==> src/rtl/write_resp_router_if.sv <==
// Write-response routing bus: AW/W bookkeeping inputs, queue status and both B-channel sides.
// The router connects through the slave modport; the surrounding fabric uses master.
interface write_resp_router_if #(
    parameter int Masters_Num = 2,
    parameter int Slaves_Num  = 2
);
    localparam int MID = $clog2(Masters_Num);
    localparam int SID = $clog2(Slaves_Num);

    logic                    AW_Access_Grant;
    logic [MID-1:0]          AW_Master_ID;
    logic [SID-1:0]          AW_Slave_ID;
    logic                    Write_Data_Finsh;
    logic                    Queue_Is_Full;
    logic                    Queue_Is_Empty;
    logic [Slaves_Num-1:0]   S_BVALID;
    logic [2*Slaves_Num-1:0] S_BRESP;
    logic [Slaves_Num-1:0]   S_BREADY;
    logic [Masters_Num-1:0]  M_BVALID;
    logic [1:0]              M_BRESP;
    logic [Masters_Num-1:0]  M_BREADY;

    modport slave (
        input  AW_Access_Grant, AW_Master_ID, AW_Slave_ID, Write_Data_Finsh,
        input  S_BVALID, S_BRESP, M_BREADY,
        output Queue_Is_Full, Queue_Is_Empty, S_BREADY, M_BVALID, M_BRESP
    );

    modport master (
        output AW_Access_Grant, AW_Master_ID, AW_Slave_ID, Write_Data_Finsh,
        output S_BVALID, S_BRESP, M_BREADY,
        input  Queue_Is_Full, Queue_Is_Empty, S_BREADY, M_BVALID, M_BRESP
    );
endinterface

==> src/rtl/write_resp_router.sv <==
// B-channel return path: queues {master, slave} per granted AW and forwards each slave's
// write response to its master in AW-grant order once that entry's write data is done.
module write_resp_router #(
    parameter int Masters_Num = 2,
    parameter int Slaves_Num  = 2,
    parameter int Depth       = 4
) (
    input  logic ACLK,
    input  logic ARESETN,
    write_resp_router_if.slave bus
);
    localparam int MID = $clog2(Masters_Num);
    localparam int SID = $clog2(Slaves_Num);
    localparam int AW  = $clog2(Depth);

    typedef enum logic [1:0] {IDLE, WAIT_RESP, SEND_RESP} state_t;

    logic [MID-1:0] mid_q [Depth];
    logic [SID-1:0] sid_q [Depth];

    logic [AW:0] wp_q, wp_d;
    logic [AW:0] dp_q, dp_d;
    logic [AW:0] rp_q, rp_d;
    logic [AW:0] rp_inc;

    state_t                 state_q;
    logic [1:0]             resp_q;
    logic [Slaves_Num-1:0]  s_bready_q;
    logic [Masters_Num-1:0] m_bvalid_q;

    logic           full, empty, push, data_done, pop, eligible;
    logic [MID-1:0] head_mid;
    logic [SID-1:0] head_sid;
    logic [SID-1:0] next_sid;

    function automatic logic [Slaves_Num-1:0] onehot_s(input logic [SID-1:0] idx);
        logic [Slaves_Num-1:0] v;
        v      = '0;
        v[idx] = 1'b1;
        return v;
    endfunction

    function automatic logic [Masters_Num-1:0] onehot_m(input logic [MID-1:0] idx);
        logic [Masters_Num-1:0] v;
        v      = '0;
        v[idx] = 1'b1;
        return v;
    endfunction

    // Extra pointer MSB distinguishes full from empty when the index bits match.
    assign full      = (wp_q[AW] != rp_q[AW]) && (wp_q[AW-1:0] == rp_q[AW-1:0]);
    assign empty     = (wp_q == rp_q);
    assign push      = bus.AW_Access_Grant && !full;
    assign data_done = bus.Write_Data_Finsh && (dp_q != wp_q);
    assign eligible  = (rp_q != dp_q);
    assign rp_inc    = rp_q + (AW+1)'(1);

    assign head_mid = mid_q[rp_q[AW-1:0]];
    assign head_sid = sid_q[rp_q[AW-1:0]];
    assign next_sid = sid_q[rp_inc[AW-1:0]];

    assign pop = (state_q == SEND_RESP) && bus.M_BREADY[head_mid];

    always_comb begin
        wp_d = wp_q;
        dp_d = dp_q;
        rp_d = rp_q;
        if (push)      wp_d = wp_q + (AW+1)'(1);
        if (data_done) dp_d = dp_q + (AW+1)'(1);
        if (pop)       rp_d = rp_inc;
    end

    always_ff @(posedge ACLK or negedge ARESETN) begin
        if (!ARESETN) begin
            wp_q <= '0;
            dp_q <= '0;
            rp_q <= '0;
            for (int i = 0; i < Depth; i++) begin
                mid_q[i] <= '0;
                sid_q[i] <= '0;
            end
        end else begin
            wp_q <= wp_d;
            dp_q <= dp_d;
            rp_q <= rp_d;
            if (push) begin
                mid_q[wp_q[AW-1:0]] <= bus.AW_Master_ID;
                sid_q[wp_q[AW-1:0]] <= bus.AW_Slave_ID;
            end
        end
    end

    // Handshake outputs are registered so S_BVALID never reaches M_BVALID combinationally.
    always_ff @(posedge ACLK or negedge ARESETN) begin
        if (!ARESETN) begin
            state_q    <= IDLE;
            resp_q     <= 2'b00;
            s_bready_q <= '0;
            m_bvalid_q <= '0;
        end else begin
            case (state_q)
                IDLE: begin
                    if (eligible) begin
                        state_q    <= WAIT_RESP;
                        s_bready_q <= onehot_s(head_sid);
                    end
                end
                WAIT_RESP: begin
                    if (bus.S_BVALID[head_sid]) begin
                        state_q    <= SEND_RESP;
                        resp_q     <= bus.S_BRESP[{head_sid, 1'b0} +: 2];
                        s_bready_q <= '0;
                        m_bvalid_q <= onehot_m(head_mid);
                    end
                end
                SEND_RESP: begin
                    if (pop) begin
                        m_bvalid_q <= '0;
                        // Chain straight into the next entry when its data is already done.
                        if (rp_inc != dp_q) begin
                            state_q    <= WAIT_RESP;
                            s_bready_q <= onehot_s(next_sid);
                        end else begin
                            state_q <= IDLE;
                        end
                    end
                end
                default: begin
                    state_q    <= IDLE;
                    s_bready_q <= '0;
                    m_bvalid_q <= '0;
                end
            endcase
        end
    end

    assign bus.Queue_Is_Full  = full;
    assign bus.Queue_Is_Empty = empty;
    assign bus.S_BREADY       = s_bready_q;
    assign bus.M_BVALID       = m_bvalid_q;
    assign bus.M_BRESP        = resp_q;
endmodule
==> src/flat_wrapper.sv <==
// flat-port wrapper written by rule: the top's interface ports become plain ports
module write_resp_router_flat 
#(
    parameter int Masters_Num = 2,
    parameter int Slaves_Num  = 2,
    parameter int Depth       = 4
)
  (ACLK, ARESETN, bus_AW_Access_Grant, bus_AW_Master_ID, bus_AW_Slave_ID, bus_Write_Data_Finsh, bus_S_BVALID, bus_S_BRESP, bus_M_BREADY, bus_Queue_Is_Full, bus_Queue_Is_Empty, bus_S_BREADY, bus_M_BVALID, bus_M_BRESP);
  write_resp_router_if #(.Masters_Num(Masters_Num), .Slaves_Num(Slaves_Num)) bus_i ();
  input  logic ACLK;
  input  logic ARESETN;
  input wire logic [$bits(bus_i.AW_Access_Grant)-1:0] bus_AW_Access_Grant;
  input wire logic [$bits(bus_i.AW_Master_ID)-1:0] bus_AW_Master_ID;
  input wire logic [$bits(bus_i.AW_Slave_ID)-1:0] bus_AW_Slave_ID;
  input wire logic [$bits(bus_i.Write_Data_Finsh)-1:0] bus_Write_Data_Finsh;
  input wire logic [$bits(bus_i.S_BVALID)-1:0] bus_S_BVALID;
  input wire logic [$bits(bus_i.S_BRESP)-1:0] bus_S_BRESP;
  input wire logic [$bits(bus_i.M_BREADY)-1:0] bus_M_BREADY;
  output wire logic [$bits(bus_i.Queue_Is_Full)-1:0] bus_Queue_Is_Full;
  output wire logic [$bits(bus_i.Queue_Is_Empty)-1:0] bus_Queue_Is_Empty;
  output wire logic [$bits(bus_i.S_BREADY)-1:0] bus_S_BREADY;
  output wire logic [$bits(bus_i.M_BVALID)-1:0] bus_M_BVALID;
  output wire logic [$bits(bus_i.M_BRESP)-1:0] bus_M_BRESP;
  assign bus_i.AW_Access_Grant = bus_AW_Access_Grant;
  assign bus_i.AW_Master_ID = bus_AW_Master_ID;
  assign bus_i.AW_Slave_ID = bus_AW_Slave_ID;
  assign bus_i.Write_Data_Finsh = bus_Write_Data_Finsh;
  assign bus_i.S_BVALID = bus_S_BVALID;
  assign bus_i.S_BRESP = bus_S_BRESP;
  assign bus_i.M_BREADY = bus_M_BREADY;
  assign bus_Queue_Is_Full = bus_i.Queue_Is_Full;
  assign bus_Queue_Is_Empty = bus_i.Queue_Is_Empty;
  assign bus_S_BREADY = bus_i.S_BREADY;
  assign bus_M_BVALID = bus_i.M_BVALID;
  assign bus_M_BRESP = bus_i.M_BRESP;
  write_resp_router #(.Masters_Num(Masters_Num), .Slaves_Num(Slaves_Num), .Depth(Depth)) u_core (.ACLK(ACLK), .ARESETN(ARESETN), .bus(bus_i));
endmodule
==> config.mk <==
export PLATFORM = sky130hd
export DESIGN_NAME = write_resp_router_flat
export DESIGN_NICKNAME = d
export VERILOG_FILES = /design/src/rtl/write_resp_router_if.sv /design/src/rtl/write_resp_router.sv /design/src/flat_wrapper.sv
export SDC_FILE = /design/constraint.sdc
export NUM_CORES = 1
export LEC_CHECK = 0
export BUFFER_PORTS_ARGS = -buffer_cell sky130_fd_sc_hd__buf_2
export CAP_MARGIN = 20
export CORE_ASPECT_RATIO = 1.1
export CORE_MARGIN = 5
export CORE_UTILIZATION = 34
export DETAILED_ROUTE_END_ITERATION = 10
export SETUP_SLACK_MARGIN = 0.02
export SYNTH_ARGS = -nofsm -noshare
export SYNTH_HDL_FRONTEND = slang
export SYNTH_SLANG_ARGS = --single-unit
export TNS_END_PERCENT = 30
==> constraint.sdc <==
create_clock -name ACLK -period 4.1 [get_ports ACLK]
set_input_delay 0.41 -clock ACLK [delete_from_list [all_inputs] [get_ports ACLK]]
set_output_delay 0.41 -clock ACLK [all_outputs]
set_load 0.02 [all_outputs]
---- Word level (Yosys, flattened, before mapping) ----
Index checks and enable logic that the tools add are counted.
cells by class
  reductions and logical operators ........ 14
  multiplexer cells ....................... 36
  magnitude comparators ................... 10
  equality and inequality tests ........... 12
  add/subtract/negate cells ............... 3
  shifts and indexed selects .............. 1
  bitwise gates (word level) .............. 4
operator list
  operator                                                  number
  two-way mux 2 bit                                         9
  one-hot mux 2 bit (3 select lines)                        3
  two-way mux 1 bit                                         15
  adder 3 x 1 -> 3 bit, second input constant               3
  greater-or-equal comparator 3 bit, second input constant  3
  inequality test 3 bit                                     3
  inverter 2 -> 3 bit                                       3
  bitwise mux 4 bit                                         2
  logical AND 1 bit                                         8
  binary-select mux 1 bit (select 2 bit)                    3
  < comparator 1 x 2 -> 1 bit, second input constant        3
  inequality test 2 x 1 -> 1 bit, second input constant     3
  AND reduction 3 bit                                       2
  AND reduction 4 bit                                       1
  indexed part select 4 x 3 -> 2 bit                        1
  demux 1 bit (select 1 bit)                                3
  equality test 3 bit                                       1
  greater-or-equal comparator 1 bit, second input constant  3
  < comparator 3 x 1 -> 1 bit, second input constant        1
  demux 1 bit (select 2 bit)                                1
  equality test 2 x 1 -> 1 bit, second input constant       1
  equality test 2 bit                                       1
  equality test 2 bit, second input constant                1
  logical NOT 2 bit                                         1
  other kinds (5)                                           5
storage, ports and cells
  output and inout bits ................... 8
  word-level logic and storage cells ...... 95
  register bits ........................... 25
  input bits .............................. 14

---- Longest topological paths before layout ----
Gate-level depths: netlist of run 1.
  word-level depth ........................ 12
  gate-level depth with buffers ........... 7
  depth with buffers taken out ............ 6

---- Worst setup path after synthesis of run 1 ----
OpenSTA, ideal clock, no wires.
  path type ............................... register to register
  start ................................... reg u_core.rp_q[0]
  end ..................................... reg u_core.s_bready_q[1], in the netlist u_core.bus.S_BREADY[1]
  library setup time ...................... 0.125 ns
  buffers on the path ..................... 1
  required time ........................... 3.975 ns
  data arrival time ....................... 1.880 ns
  stages on the path, launching flop included .. 7
  clock period less this slack ............ 2.005 ns
  slack ................................... 2.095 ns
  cell sequence ........................... dfrtp_1 -> buf_6 -> mux4_2 -> mux2i_2 -> a22oi_2 -> o311ai_2 -> mux2_4
between the ends
  cells in the longest elaborated chain, start to end .. 12
  elaborated cells on any way between the ends .. 38
  classes of those cells .................. add/sub: 1; order compare: 4; eq/ne: 6; mux: 21; bitwise: 2; reduce/logical: 4
RTL lines
  what                                                                                                    RTL line                  text
  from (decl)                                                                                             write_resp_router.sv:23   logic [AW:0] rp_q, rp_d;
  from (signal assigned)                                                                                  write_resp_router.sv:85   rp_q <= rp_d;
  adder 3 x 1 -> 3 bit                                                                                    write_resp_router.sv:56   assign rp_inc = rp_q + (AW+1)'(1);
  inverter 2 -> 3 bit (not written as such)                                                               write_resp_router.sv:60   assign next_sid = sid_q[rp_inc[AW-1:0]];
  binary-select mux 1 bit (select 2 bit)                                                                  write_resp_router.sv:60
  two-way mux 1 bit (not written as such) (2 in a row)                                                    write_resp_router.sv:60
  < comparator 1 x 2 -> 1 bit (not written as such) or greater-or-equal comparator 1 bit (tied branches)  write_resp_router.sv:39   v[idx] = 1'b1;
  logical AND 1 bit (not written as such)                                                                 write_resp_router.sv:39
  two-way mux 1 bit (not written as such)                                                                 write_resp_router.sv:39
  demux 1 bit (select 1 bit)                                                                              n/a
  two-way mux 2 bit                                                                                       write_resp_router.sv:120  if (rp_inc != dp_q) begin
  two-way mux 2 bit                                                                                       write_resp_router.sv:117  if (pop) begin
  one-hot mux 2 bit (3 select lines)                                                                      write_resp_router.sv:101  case (state_q)
  to (signal assigned)                                                                                    write_resp_router.sv:105  s_bready_q <= onehot_s(head_sid);
  to (signal assigned)                                                                                    write_resp_router.sv:122  s_bready_q <= onehot_s(next_sid);
  to (decl)                                                                                               write_resp_router.sv:28   logic [Slaves_Num-1:0] s_bready_q;
Several ways; a longest one is shown, not always the timed one. The select of a mux whose other input is x is not followed.
A chain may end at the register's enable or synchronous reset.

---- Worst setup path in the final report of run 1 ----
Same ends and word-level chain as after synthesis.

==> summary.md, run 1 <==
| Metric | Value |
|---|---|
| Critical Path Fanout Max | `7` |
| CP Launch Point | `u_core.rp_q[0]` |
| Final worst clock skew | `0.00314 ns` |
| Syn Area/Cell | `11.7 um^2` |
| Max Clk Rate | `460 MHz` |
| Synth-to-layout area growth | `14.2%` |
| Antenna Nets Post-Route | `0` |
| Area leader, netlist | `dfrtp_1` |
| CTS resizes | `0` |
| Total CTS buffers | `3` |
| Static Leak | `0.734 nW` |
| Number of global-route vias before repair | `980` |
| Routed len/inst | `13.5 um` |
| Max Slew Vio Count | `0` |
| Routed wire length | `2590 um` |
| GR Overflow Total | `0` |
| Clk slew on worst S/H paths | `0.09 ns` |
| First-pass GRT wire length | `4500 um` |
| Worst EP arrival | `2.33 ns` |
| Clock tree sinks | `25` |
| Worst setup SP type | `flop` |
| CP peak stage delay | `0.62 ns` |
| Ratio of cells with drive above 1 in the final layout | `0.307` |
| CP required | `4.26 ns` |
| Yosys top cell area share | `0.452` |
| Int Pwr | `0.000812 W` |
| Total GRT Usage | `0.104` |
| Setup bufs post-CTS | `0` |
| Clock share of power | `0.104` |
| DIE WIDTH | `70.8 um` |
| Placeable Area | `0.00396 mm^2` |
| Tmin final | `2.17 ns` |
| Count leader, synth | `dfrtp_1` |
| Logic pwr share | `0.528` |
| RSZ-0062 raised after global routing | `no` |
| Area of the die | `0.00544 mm^2` |
| NetSw | `0.000580 W` |
| Placer Congestion | `0.707` |
| Initial core utilization | `0.349` |
| Worst path cell trace | `mux4_2 -> mux2i_2 -> a22oi_2 -> o311ai_2 -> mux2_4` |
| Register area share after synthesis | `0.452` |
| Post-Syn Nets | `138` |
| # setup viols final | `0` |
| CP endpoint kind | `flop` |
| IO buf count | `21` |
| Worst min path class | `input pin to async pin` |
| Outcome | `complete, no violations` |
| DPL Wire Length | `2020 um` |
| RR Startpoint | `u_core.rp_q[0]` |
| Fin crit share | `0.530` |
| Router iterations before antenna repair | `3` |
| Final TNS setup | `0 ns` |
| Worst skew pair latency | `0.27 ns` |
| Root Driver | `clkbuf_8` |
| Final nets | `161` |
| Final core occ | `0.398` |
| DRC errors left | `0` |
| Total power draw | `0.00139 W` |
| Top cells by area, synth | `dfrtp_1, mux2_2, xor2_1` |
| Max stage delay cell, worst path | `mux4_2` |
| Max Cap Viol | `0` |
| Htree depth | `1` |
| Largest net degree at the start of global routing | `26` |
| Critical path class | `flop to flop` |
| Post-synth top flop | `dfrtp_1` |
| Mapped Area | `0.00138 mm^2` |
| Via count | `921` |
| I/O pin total | `22` |
| Initial DRC count | `20` |
| Slew HR | `0.621` |
| Initial antenna violation count | `0` |
| FP Rows | `24` |
| Worst-case clock buffer depth | `2` |
| Register share of total power | `0.367` |
| EDFF count, synth | `0` |
| Die Ht | `76.9 um` |
| TritonCTS clock tree | `yes` |
| Async SR Flop Fraction | `1.00` |
| Vias per cell | `4.80` |
| Warnings, synthesis | `0` |
| Post-synth top cells | `dfrtp_1, nand2_1, mux2_2, xor2_1, nor2_1` |
| Worst Tran Pin Value | `0.568 ns` |
| Worst VDD drop | `0.344 mV` |
| Inserted Diodes | `0` |
| Yosys cell types | `27` |
| Post-synthesis register bit count | `25` |
| Net Sw Frac | `0.417` |
| Cell count after synthesis | `118` |
| Pwr dens | `882 mW/mm^2` |
| CTS Hold Buffers Added | `0` |
| Final Hold Vio Count | `0` |
==> kinds of logic (layout without fill, tap and decap cells) <==
kind of cell               count (synthesis)  count (layout)  share of synthesized area
AOI/OAI and AO/OA                         11              11                     0.0652
xor gates and xnor gates                  17              17                      0.108
adders and majority gates                  6               6                     0.0543
buffers and inverters                      8              30                     0.0280
DFF                                       25              25                      0.452
muxes                                     21              21                      0.197
and+or+nand+nor                           30              30                     0.0950
==> state kept, by name (all words and copies together) (netlist names) <==
register	cells
u_core.state_q	2
u_core.wp_q	3
u_core.dp_q	3
u_core.mid_q	4
u_core.bus.S_BREADY	2
u_core.sid_q	4
u_core.bus.M_BRESP	2
u_core.rp_q	3
u_core.bus.M_BVALID	2
==> cells in the final DEF (no fill, tap or decap) <==
cell type / count
mux4_2: 2
o311ai_2: 1
xnor2_1: 7
a21oi_1: 3
nand2_1: 14
clkbuf_8: 3
ha_1: 6
nand2b_1: 2
o31ai_1: 1
mux4_1: 1
a22oi_2: 1
dfrtp_1: 25
a22o_2: 2
o21ai_0: 2
buf_2: 21
nor3_1: 1
nor2_1: 8
nor2b_1: 4
xor2_1: 10
inv_1: 5
clkinv_2: 1
mux2_2: 10
mux2i_2: 1
and3_1: 1
o2bb2ai_1: 1
mux2_4: 1
mux2i_1: 6
==> routing by layer <==
| metal | global-route usage | share of wire | vias up |
|---|---|---|---|
| li1 | - | - | 445 |
| met1 | 0.131 | 0.45 | 451 |
| met2 | 0.163 | 0.47 | 19 |
| met3 | 0.0314 | 0.063 | 6 |
| met4 | 0.0432 | 0.022 | 0 |
| met5 | 0 | 0 | - |
==> worst paths after layout <==
| kind | end | cells past startpoint | slack, ns |
|---|---|---|---|
| setup / recovery | u_core.bus.S_BREADY[1] | 5 | 1.93 |
| hold / removal | u_core.state_q[1] | 1 | 0.12 |
| setup reg to reg | u_core.bus.S_BREADY[1] | 5 | 1.93 |
| hold reg to reg | u_core.bus.M_BVALID[0] | 2 | 0.51 |
| max in group asynchronous | u_core.bus.M_BRESP[0] | 1 | 3.60 |
| min in group ACLK | u_core.mid_q[1] | 2 | 0.41 |
==> area by class of cell <==
cell class	count	area [um^2]
Fill cell	404	2380
Multi-Input combinational cell	85	718
Sequential cell	25	626
Timing Repair Buffer	21	105
Tap cell	52	65.1
Clock buffer	3	41.3
Inverter	5	18.8
Clock inverter	1	5.00
==> worst max-delay path: cells and delay by family (launching register included) <==
kind / cells / cell delay (ns)
compound gates: 2 / 0.38
flops: 1 / 0.54
mux: 3 / 1.14
==> power by group through the flow <==
stage / Combinational [W] / Clock [W] / Sequential (W)
4_1_cts: 0.000747 / 0.000154 / 0.000510
6_report: 0.000736 / 0.000145 / 0.000511
3_5_place_dp: 0.000745 / 0 / 0.000516
3_3_place_gp: 0.000724 / 0 / 0.000511
5_1_grt: 0.000824 / 0.000161 / 0.000533
2_1_floorplan: 0.000608 / 0 / 0.000494
==> metrics by stage <==
| stage | hold slack (ns) | setup slack, ns | std cells | cell area (um^2) |
|---|---|---|---|---|
| 5_1_grt | 0.174 | 1.82 | 192 | 1580 |
| 3_5_place_dp | 0.439 | 1.94 | 188 | 1530 |
| 4_1_cts | 0.140 | 1.92 | 192 | 1580 |
| 3_3_place_gp | 0.431 | 1.98 | 188 | 1530 |
| 2_1_floorplan | 0.114 | 2.10 | 118 | 1380 |
| 6_report | 0.124 | 1.93 | 192 | 1580 |
Power figures use the tool's default switching activity.
==> inputs of run 2 (changes only) <==
==> constraint.sdc (replaced) <==
create_clock -name ACLK -period 2.1 [get_ports ACLK]
set_input_delay 0.21 -clock ACLK [delete_from_list [all_inputs] [get_ports ACLK]]
set_output_delay 0.21 -clock ACLK [all_outputs]
set_load 0.02 [all_outputs]
==> summary.md, run 2 (synthesis results as in run 1) <==
| Metric | Value |
|---|---|
| Hold_ws | `0.209 ns` |
| Total GRT Usage | `0.0963` |
| Outcome | `complete, no violations` |
| Most frequent cells in the layout | `dfrtp_1, buf_2, nand2_1` |
| Initial antenna violation count | `0` |
| Net Sw Frac | `0.412` |
| Root Driver | `clkbuf_8` |
| Worst min path class | `input pin to flop` |
| CP required | `2.26 ns` |
| Tmin final | `1.97 ns` |
| Clk slew on worst S/H paths | `0.09 ns` |
| Final worst clock skew | `0.00399 ns` |
| R2r setup slk | `0.13 ns` |
| GR Overflow Total | `0` |
| CP peak stage delay | `0.60 ns` |
| Worst VDD drop | `0.719 mV` |
| Via count | `907` |
| Static Leak | `0.748 nW` |
| Largest net degree at the start of global routing | `26` |
| Max Clk Rate | `507 MHz` |
| Ratio of cells with drive above 1 in the final layout | `0.326` |
| NetSw | `0.00114 W` |
| Register share of total power | `0.346` |
| Final nets | `165` |
| Antenna Nets Post-Route | `0` |
| Final TNS setup | `0 ns` |
| IO buf count | `21` |
| Worst path cell trace | `mux4_2 -> mux2i_2 -> nand2_1 -> o311ai_2 -> mux2_4` |
| Slew HR | `0.622` |
| Final Hold Vio Count | `0` |
| First-pass GRT wire length | `4180 um` |
| Worst-case clock buffer depth | `2` |
| Initial core utilization | `0.349` |
| Worst setup SP type | `flop` |
| Critical Path Fanout Max | `4` |
| Final core occ | `0.408` |
| Worst EP arrival | `2.14 ns` |
| RSZ-0062 raised after global routing | `no` |
| Area of the die | `0.00544 mm^2` |
| Reg2Reg Depth | `5` |
| Pwr dens | `1720 mW/mm^2` |
| DRC errors left | `0` |
| Max stage delay cell, worst path | `mux4_2` |
| Filler cells | `408` |
| Htree depth | `1` |
| Critical path class | `flop to flop` |
| Max Cap Viol | `0` |
| Worst Tran Pin Value | `0.566 ns` |
| Vias per cell | `4.63` |
| FP Rows | `24` |
| Router iterations before antenna repair | `4` |
| Routed wire length | `2490 um` |
| Int Pwr | `0.00163 W` |
| CP endpoint kind | `flop` |
| TritonCTS clock tree | `yes` |
| Die Ht | `76.9 um` |
| Synth-to-layout area growth | `17.0%` |
| Max Slew Vio Count | `0` |
| Logic pwr share | `0.546` |
| # setup viols final | `0` |
| DPL Wire Length | `1930 um` |
| Total CTS buffers | `3` |
| Hold Path Cell Cnt | `2` |
| Biggest regs | `u_core.mid_q: 4 flops, u_core.sid_q: 4 flops` |
| Setup bufs post-CTS | `0` |
| I/O pin total | `22` |
| Initial DRC count | `50` |
| Placeable Area | `0.00396 mm^2` |
| Fin crit share | `0.940` |
| Most common cell after layout, fill and taps aside | `dfrtp_1` |
| Clock tree sinks | `25` |
| Inserted Diodes | `0` |
| Routed len/inst | `12.7 um` |
| Worst skew pair latency | `0.27 ns` |
| Placer Congestion | `0.757` |
| DIE WIDTH | `70.8 um` |
| Clock share of power | `0.107` |
| Number of global-route vias before repair | `909` |
[run 2: cell count changes in the layout (fill, tap and decap cells not counted)]
cell	change
mux2i_1	-1
dlygate4sd3_1	+1
clkinv_2	-1
mux2i_2	+1
buf_4	+3
clkinvlp_4	+1
[run 2: timing repair]
action | in CTS | in global routing
setup endpoints to repair | 0 | 2
resized for setup | 0 | 1
hold buffers | 1 | 0
hold endpoints to repair | 25 | 0
[run 2: routing by layer]
metal	vias to the layer above	GRT usage	routed length, um
met3	2	0.0235	124
li1	452	-	-
met4	0	0.0395	25
met1	436	0.132	1180
met5	-	0	0
met2	17	0.145	1160
[run 2: worst paths after layout]
kind | from | end
setup / recovery | u_core.rp_q[1] | u_core.bus.S_BREADY[1]
hold / removal | bus_AW_Slave_ID | u_core.sid_q[1]
setup reg to reg | u_core.rp_q[1] | u_core.bus.S_BREADY[1]
hold reg to reg | u_core.bus.M_BVALID[0] | u_core.bus.M_BVALID[0]
max in group asynchronous | ARESETN | u_core.wp_q[0]
min in group asynchronous | ARESETN | u_core.bus.M_BVALID[0]
[run 2: per-stage QoR]
stage                     total power (W)  instances  cell area (um^2)  setup WS (ns)
after floorplan                   0.00215        118              1380         0.0952
after global placement            0.00245        191              1560          0.153
after detailed placement          0.00250        191              1560         0.0849
after CTS                         0.00281        196              1610         0.0753
after global routing              0.00301        196              1620         0.0373
final                             0.00278        196              1620          0.126
[run 2: final cells by class]
cell class | count | area [um^2] | share of cell area
clock buffers | 3 | 41.3 | 0.0255
clock inverters | 1 | 7.51 | 0.00464
inverters | 5 | 18.8 | 0.0116
multi-input cells | 85 | 722 | 0.446
flip-flops and latches | 25 | 626 | 0.387
well taps | 52 | 65.1 | 0.0402
repair buffers | 25 | 138 | 0.0851
[run 2: worst max-delay path: cells and delay by family (launching register included)]
family / cells / cell delay (ns)
AO/OA/AOI/OAI: 1 / 0.11
AND/OR/NAND/NOR: 1 / 0.11
multiplexers: 3 / 1.25
flip-flops: 1 / 0.41
[run 2: power by group through the flow]
stage               sequential (W)  combinational [W]  clock (W)
CTS                       0.000964            0.00153   0.000313
global placement          0.000963            0.00149          0
global route               0.00100            0.00168   0.000334
finish                    0.000962            0.00152   0.000297
detailed placement        0.000975            0.00152          0
floorplan                 0.000965            0.00119          0
